## src/rtl/hazard_pkg.sv

```systemverilog
`default_nettype none
// ============================================================================
// Module      : hazard_pkg
// Description : Shared state encoding and stats width for hazard_stall_unit.
// Revision    : 1.0
// ============================================================================
package hazard_pkg;

    typedef enum logic [1:0] {
        IDLE       = 2'b00,
        LOAD_STALL = 2'b01,
        FLUSH      = 2'b10
    } hazard_state_t;

    localparam int STATS_W = 16;

endpackage : hazard_pkg
`default_nettype wire

```

## src/rtl/hazard_stall_unit_sat_counter.sv

```systemverilog
`default_nettype none
// ============================================================================
// Module      : sat_counter
// Description : Up-counter that sticks at all-ones; synchronous clear.
// Revision    : 1.0
// ============================================================================
module sat_counter #(
    parameter int WIDTH = 16
) (
    input  logic             clk,
    input  logic             reset,
    input  logic             inc,
    output logic [WIDTH-1:0] count
);

    logic [WIDTH-1:0] r_count;

    always_ff @(posedge clk) begin
        if (reset) begin
            r_count <= '0;
        end else if (inc && (r_count != {WIDTH{1'b1}})) begin
            r_count <= r_count + 1'b1;
        end
    end

    assign count = r_count;

endmodule : sat_counter
`default_nettype wire

```

## src/rtl/hazard_stall_unit.sv

```systemverilog
`default_nettype none
// ============================================================================
// Module      : hazard_stall_unit
// Description : Load-use stall / control-flush FSM with zero-latency outputs.
//               Define HAZARD_STALL_STATS_EN to add stall/flush cycle counters.
// Revision    : 1.0
// ============================================================================
module hazard_stall_unit
    import hazard_pkg::*;
#(
    parameter int LOAD_STALL_CYCLES   = 1,
    parameter int BRANCH_FLUSH_CYCLES = 1
) (
    input  logic               clk,
    input  logic               reset,
    input  logic               EX_mem_read,
    input  logic [4:0]         EX_reg_rt,
    input  logic [4:0]         ID_reg_rs,
    input  logic [4:0]         ID_reg_rt,
    input  logic               ID_uses_rt,
    input  logic               branch_taken,
    input  logic               jump,
    output logic               PC_write,
    output logic               IF_ID_write,
    output logic               ID_EX_bubble,
    output logic               IF_ID_flush,
    output logic [1:0]         hazard_state
`ifdef HAZARD_STALL_STATS_EN
    ,
    output logic [STATS_W-1:0] stall_count,
    output logic [STATS_W-1:0] flush_count
`endif
);

    // First stall cycle is spent in IDLE, so the counter holds the remainder.
    localparam logic [2:0] c_LOAD_INIT = 3'(LOAD_STALL_CYCLES - 1);

    hazard_state_t r_state;
    hazard_state_t w_next_state;
    logic [2:0]    r_count;
    logic [2:0]    w_next_count;
    logic          w_load_use;
    logic          w_ctrl;

    assign w_load_use = EX_mem_read && (EX_reg_rt != 5'd0) &&
                        ((EX_reg_rt == ID_reg_rs) ||
                         (ID_uses_rt && (EX_reg_rt == ID_reg_rt)));
    assign w_ctrl     = branch_taken || jump;

    always_ff @(posedge clk) begin
        if (reset) begin
            r_state <= IDLE;
            r_count <= 3'd0;
        end else begin
            r_state <= w_next_state;
            r_count <= w_next_count;
        end
    end

    always_comb begin
        w_next_state = r_state;
        w_next_count = r_count;
        PC_write     = 1'b1;
        IF_ID_write  = 1'b1;
        ID_EX_bubble = 1'b0;
        IF_ID_flush  = 1'b0;
        hazard_state = r_state;

        case (r_state)
            IDLE: begin
                w_next_count = 3'd0;
                if (w_ctrl) begin
                    IF_ID_flush  = 1'b1;
                    w_next_state = (BRANCH_FLUSH_CYCLES == 2) ? FLUSH : IDLE;
                end else if (w_load_use) begin
                    PC_write     = 1'b0;
                    IF_ID_write  = 1'b0;
                    ID_EX_bubble = 1'b1;
                    if (c_LOAD_INIT != 3'd0) begin
                        w_next_state = LOAD_STALL;
                        w_next_count = c_LOAD_INIT;
                    end
                end
            end
            LOAD_STALL: begin
                PC_write     = 1'b0;
                IF_ID_write  = 1'b0;
                ID_EX_bubble = 1'b1;
                if (r_count <= 3'd1) begin
                    w_next_state = IDLE;
                    w_next_count = 3'd0;
                end else begin
                    w_next_count = r_count - 3'd1;
                end
            end
            FLUSH: begin
                IF_ID_flush  = 1'b1;
                w_next_state = IDLE;
                w_next_count = 3'd0;
            end
            default: begin
                w_next_state = IDLE;
                w_next_count = 3'd0;
            end
        endcase

        // Reset masks the controls in the same cycle it is asserted.
        if (reset) begin
            PC_write     = 1'b1;
            IF_ID_write  = 1'b1;
            ID_EX_bubble = 1'b0;
            IF_ID_flush  = 1'b0;
            hazard_state = IDLE;
        end
    end

`ifdef HAZARD_STALL_STATS_EN
    sat_counter #(
        .WIDTH (STATS_W)
    ) u_stall_cnt (
        .clk   (clk),
        .reset (reset),
        .inc   (ID_EX_bubble),
        .count (stall_count)
    );

    sat_counter #(
        .WIDTH (STATS_W)
    ) u_flush_cnt (
        .clk   (clk),
        .reset (reset),
        .inc   (IF_ID_flush),
        .count (flush_count)
    );
`endif

endmodule : hazard_stall_unit
`default_nettype wire

```

## config.mk

```make
export PLATFORM = sky130hd
export DESIGN_NAME = hazard_stall_unit
export DESIGN_NICKNAME = d
export VERILOG_FILES = /design/src/rtl/hazard_pkg.sv /design/src/rtl/hazard_stall_unit_sat_counter.sv /design/src/rtl/hazard_stall_unit.sv
export SDC_FILE = /design/constraint.sdc
export NUM_CORES = 1
export LEC_CHECK = 0
export ABC_AREA = 1
export BUFFER_PORTS_ARGS = -buffer_cell sky130_fd_sc_hd__buf_2
export CORE_AREA = 2 2 39 41
export DETAILED_ROUTE_END_ITERATION = 12
export DIE_AREA = 0 0 41 43
export PLACE_DENSITY_LB_ADDON = 0.05
export SLEW_MARGIN = 30
export SYNTH_ARGS = -nofsm -noshare
export SYNTH_HDL_FRONTEND = slang
export SYNTH_SLANG_ARGS = --single-unit
```

## constraint.sdc

```tcl
create_clock -name clk -period 1.5 [get_ports clk]
set_input_delay 0.225 -clock clk [delete_from_list [all_inputs] [get_ports clk]]
set_output_delay 0.225 -clock clk [all_outputs]
set_load 0.005 [all_outputs]
```

==> results of run 1 <==
## path summary, 6_finish.rpt
path    startpoint     endpoint  cells past startpoint
max   EX_reg_rt[4]     PC_write                      9
min          reset  IF_ID_flush                      3
## power groups by stage
stage	clock network [mW]	logic, mW	registers, mW
after detailed placement	0	0.0899	0
final	0	0.0884	0
after CTS	0	0.0903	0
after floorplan	0	0.0522	0
after global routing	0	0.103	0
after global placement	0	0.0900	0
## cells in the mapped netlist
cell type  instances  share of area (%)
nor2_1             6                7.8
xnor2_1            1                3.0
nor2_2             3                6.5
a21oi_2            1                3.0
nand3_2            2                7.0
nand2_1           26                 34
conb_1             1                1.3
inv_1             11                 14
buf_4              3                7.8
inv_2              5                6.5
nand2_2            2                4.3
nand4_1            2                4.3
## kinds of logic after synthesis
| kind of cell | Yosys count |
|---|---|
| simple gates | 41 |
| buf+inv | 19 |
| compound gates | 1 |
| xor+xnor | 1 |
| other cells | 1 |
## cell type report
class / count / area (sq um) / share of cell area, %
Multi-Input combinational cell: 45 / 209 / 51.1
Timing Repair Buffer: 24 / 120 / 29.4
Inverter: 16 / 60.1 / 14.7
Tap cell: 16 / 20.0 / 4.89
## per-stage QoR
stage / area (sq um) / hold WS (ns) / worst slack, ns / total power, mW / cells
after global routing: 409 / 0.700 / 0.216 / 0.103 / 101
after detailed placement: 409 / 0.685 / 0.299 / 0.0899 / 101
after CTS: 409 / 0.685 / 0.297 / 0.0903 / 101
after floorplan: 292 / 0.481 / 0.479 / 0.0522 / 64
final: 409 / 0.683 / 0.322 / 0.0884 / 101
after global placement: 409 / 0.686 / 0.311 / 0.0900 / 101
## per-layer routing
layer	up-vias	track usage (%)	routed length, um
met3	0	0	59
met5	-	0	0
met4	0	0	0
met2	13	13.4	283
met1	142	11.4	302
li1	220	-	-
## worst max-delay path, delay by kind of cell
kind                   cells  cell delay, ns
buffers and inverters      3            0.27
and+or+nand+nor            6            0.45
==> run_results.csv, run 1 <==
group,metric,value,unit
logic_synthesis,synth-compound-area-share,3.04,%
cells_and_area,final_layout_size_suffix_gt1_share,43.5,%
logic_synthesis,syn_area,288,sq um
place,hpwl,603,um
floorplan,fp.dieW,41,um
route,antenna_left,0,
logic_synthesis,synth_top_family_by_area,"simple AND/OR/NAND/NOR gates",
grt,grt_pass1_wl,1030,um
cells_and_area,fin_util,29.6,%
route,firstDrtPassIters,4,
cells_and_area,nets,108,
floorplan,rows,14,
timing,hold_viol,0,
logic_synthesis,synth-adder-area-share,0,%
place,gp_congestion,0.660,
cts,cts_hold_buf,0,
route,drtIter0Drc,10,
cells_and_area,area_growth,42.2,%
route,num_vias,375,
flow_run,cap_viol_max_count,0,
logic_synthesis,yosys.area_share.simple,63.9,%
logic_synthesis,synth_xor_xnor_area_share,3.04,%
cts,post_cts_buffers,0,
setup_path,crit_chain,"buf_2, inv_2, nand2_1, nand2_1, nor2_1, nand3_2, nand2_1, nand2_1, buf_2",
cells_and_area,nClkBuffers,0,
setup_path,cp_slowest_cell,"nor2_1",
power_and_ir_drop,powerDensity,216,mW/mm^2
power_and_ir_drop,p_switching,0.0476,mW
floorplan,core,0.00138,sq mm
logic_synthesis,syn_inst,63,
logic_synthesis,synth_cell_types,12,
setup_path,worst_path_largest_cell_delay,0.14,ns
timing,setup_viol,0,
route,totalWireLength,646,um
grt,grt_usage,7.89,%
floorplan,start_util,20.8,%
timing,fin_crit,1.18,ns
cells_and_area,mostFrequentLayoutCells,"nand2_1, buf_2, inv_1, nor2_1, inv_2",
grt,grt_pass1_vias,273,
grt,grt_overflow,0,
logic_synthesis,avgSynthCellArea,4.57,sq um
power_and_ir_drop,clkPwrFrac,0,%
setup_path,crit_type,"in -> out",
setup_path,worstPathArrival,0.95,ns
outcome,status,"completed",
floorplan,ios,27,
logic_synthesis,yosysSeqAreaShare,0,%
cells_and_area,fillers,170,
power_and_ir_drop,switching_share,53.8,%
floorplan,die_area,0.00176,sq mm
power_and_ir_drop,leakagePower,0.290,nW
setup_path,startpoint_type,"primary input",
power_and_ir_drop,p_int,0.0408,mW
cells_and_area,nFlopsAndLatches,0,
timing,clock.fmax,849,MHz
cells_and_area,regArea,0,sq um
timing,fin_setup_tns,0,ns
cells_and_area,final_common_cell,"nand2_1",
grt,grt_max_degree,6,
min_path,hold_path_class,"in -> out",
route,wl_per_cell,6.40,um
timing,final.period_utilization,78.6,%
grt,antenna_found_initial,0,
route,drcViolationCount,0,
logic_synthesis,synth.area.mux_share,0,%
power_and_ir_drop,ir_drop,0.0561,mV
setup_path,worst_setup_path_end_kind,"output pin",
power_and_ir_drop,combPwrFrac,100.0,%
timing,slew_viol_final,0,
logic_synthesis,ys_warn_count,0,
floorplan,die_h,43,um
cells_and_area,diodes,0,
power_and_ir_drop,p_seq_share,0,%
setup_path,crit_fanout,3,
place,portBuffers,24,
cts,cts_repair_resize_count,0,
setup_path,cp.required,1.27,ns
setup_path,cpMostUsedCell,"nand2_1",
timing,grt_setup_unrepaired,"false",
route,viasPerCell,3.71,
(Power assumes the default switching activity.)
==> inputs of run 2 (changes only) <==
clock period = 1 ns   (was 1.5 ns; I/O delays follow)
==> run 2 against run 1 <==
Effect of this change:
- critical path depth is the same
- first-iteration DRC count fell by 50%
- sequential cell count unchanged
- design area increased by 30%
- clock-buffer cell count did not move
- global-route usage stayed put
- non-clock buffer count unchanged
- setup slack lost 0.30 ns
- via count up 3.2%
- sequential share of layout area unchanged
- combinational power is 110% higher
- power up 110%
- largest cell class unchanged
==> run_results.csv, run 2 (synthesized netlist as in run 1, its figures left out) <==
group,metric,value,unit
outcome,status,"completed",
cts,cts_hold_buf,0,
setup_path,crit_type,"in -> out",
timing,grt_setup_unrepaired,"true",
cells_and_area,fillers,160,
floorplan,ios,27,
setup_path,crit_chain,"buf_8, inv_2, nand2_1, nand2_1, nor2_2, nand3_2, nand2_1, nand2_2, buf_2",
cells_and_area,area_growth,84.3,%
cells_and_area,final_layout_size_suffix_gt1_share,57.6,%
setup_path,crit_fanout,4,
grt,grt_max_degree,6,
setup_path,critPathBufInv,3,
route,totalWireLength,689,um
min_path,min_path_cells,3,
route,antenna_left,0,
route,viasPerCell,3.83,
cells_and_area,final_common_cell,"nand2_1",
cells_and_area,nFlopsAndLatches,0,
place,place_area,409,sq um
min_path,hold_path_class,"in -> out",
route,drtIter0Drc,5,
route,drcViolationCount,0,
floorplan,fp.dieW,41,um
setup_path,cpMostUsedCell,"nand2_1",
min_path,min_delay_worst_endpoint,"IF_ID_flush",
cells_and_area,design_area,531,sq um
timing,setup_viol,0,
timing,final.period_utilization,98.3,%
cts,post_cts_buffers,0,
power_and_ir_drop,leakagePower,0.321,nW
timing,clock.fmax,1020,MHz
timing,hold_viol,0,
cells_and_area,nClkBuffers,0,
floorplan,die_area,0.00176,sq mm
cells_and_area,nets,108,
setup_path,cp.required,0.85,ns
flow_run,cap_viol_max_count,0,
floorplan,rows,14,
setup_path,startpoint_type,"primary input",
grt,grt_overflow,0,
cells_and_area,diodes,0,
setup_path,worst_path_largest_cell_delay,0.12,ns
timing,holdWs,0.533,ns
grt,grt_usage,7.89,%
floorplan,die_h,43,um
floorplan,start_util,20.8,%
cells_and_area,regArea,0,sq um
setup_path,cp_top_family,"simple AND/OR/NAND/NOR gates",
min_path,min_from,"reset",
route,firstDrtPassIters,2,
timing,fin_crit,0.983,ns
setup_path,worst_setup_path_end_kind,"output pin",
place,gp_congestion,0.660,
cells_and_area,multi_input_area,239,sq um
cells_and_area,mostFrequentLayoutCells,"nand2_1, buf_6, buf_2, inv_2, nand2_2",
grt,antenna_found_initial,0,
grt,grt_pass1_vias,289,
place,portBuffers,24,
grt,grt_pass1_wl,1040,um
setup_path,worstPathArrival,0.83,ns
place,hpwl,603,um
route,wl_per_cell,6.82,um
setup_path,cp_slowest_cell,"buf_2",
floorplan,core,0.00138,sq mm
timing,slew_viol_final,0,
power_and_ir_drop,ir_drop,0.153,mV
route,num_vias,387,
power_and_ir_drop,powerDensity,347,mW/mm^2
==> run 2: report_power, final <==
part,internal [mW],switching [mW],leakage (nW),total [mW]
sequential,0,0,0,0
combinational,0.101,0.0836,0.321,0.184
clock,0,0,0,0
==> run 2: worst max path at each step <==
| stage | startpoint | slack, ns | depth (start not counted) | endpoint |
|---|---|---|---|---|
| 2_1_floorplan | EX_reg_rt[4] | 0.13 | 8 | PC_write |
| 3_3_place_gp | EX_reg_rt[4] | -0.04 | 9 | PC_write |
| 3_5_place_dp | EX_reg_rt[4] | -0.05 | 9 | PC_write |
| 4_1_cts | EX_reg_rt[1] | 0.001 | 8 | PC_write |
| 5_1_grt | EX_reg_rt[1] | -0.05 | 9 | PC_write |
| 6_report | EX_reg_rt[1] | 0.02 | 9 | PC_write |
==> run 2: per-stage QoR <==
stage,power [mW],instances,setup WS [ns],setup TNS [ns],util [%]
4_1_cts,0.152,101,0.00137,0,32.5
3_3_place_gp,0.135,101,-0.0388,-0.110,29.6
2_1_floorplan,0.0782,64,0.129,0,-
3_5_place_dp,0.135,101,-0.0506,-0.143,29.6
6_report,0.184,101,0.0173,0,38.3
5_1_grt,0.206,101,-0.0495,-0.108,38.3
==> run 2: metal layers <==
metal | wire length, um | global-route usage [%]
met5 | 0 | 0
met4 | 0 | 0
met3 | 59 | 0
met2 | 331 | 14.4
met1 | 298 | 10.4
==> run 2: final cells by class <==
| type | count | share of cell area (%) |
|---|---|---|
| Inverter | 16 | 11.8 |
| Tap cell | 16 | 3.77 |
| Multi-Input combinational cell | 45 | 45.0 |
| Timing Repair Buffer | 24 | 39.4 |
==> run 2: worst min-delay path, cell delays in order <==
cell,delay (ns)
buf_2,0.08
nor2_1,0.04
buf_2,0.11
==> run 2: repair_timing <==
item                       4_1_cts  5_1_grt
gates resized for setup         10       23
pin swaps                       12       22
setup endpoints to repair        3        3
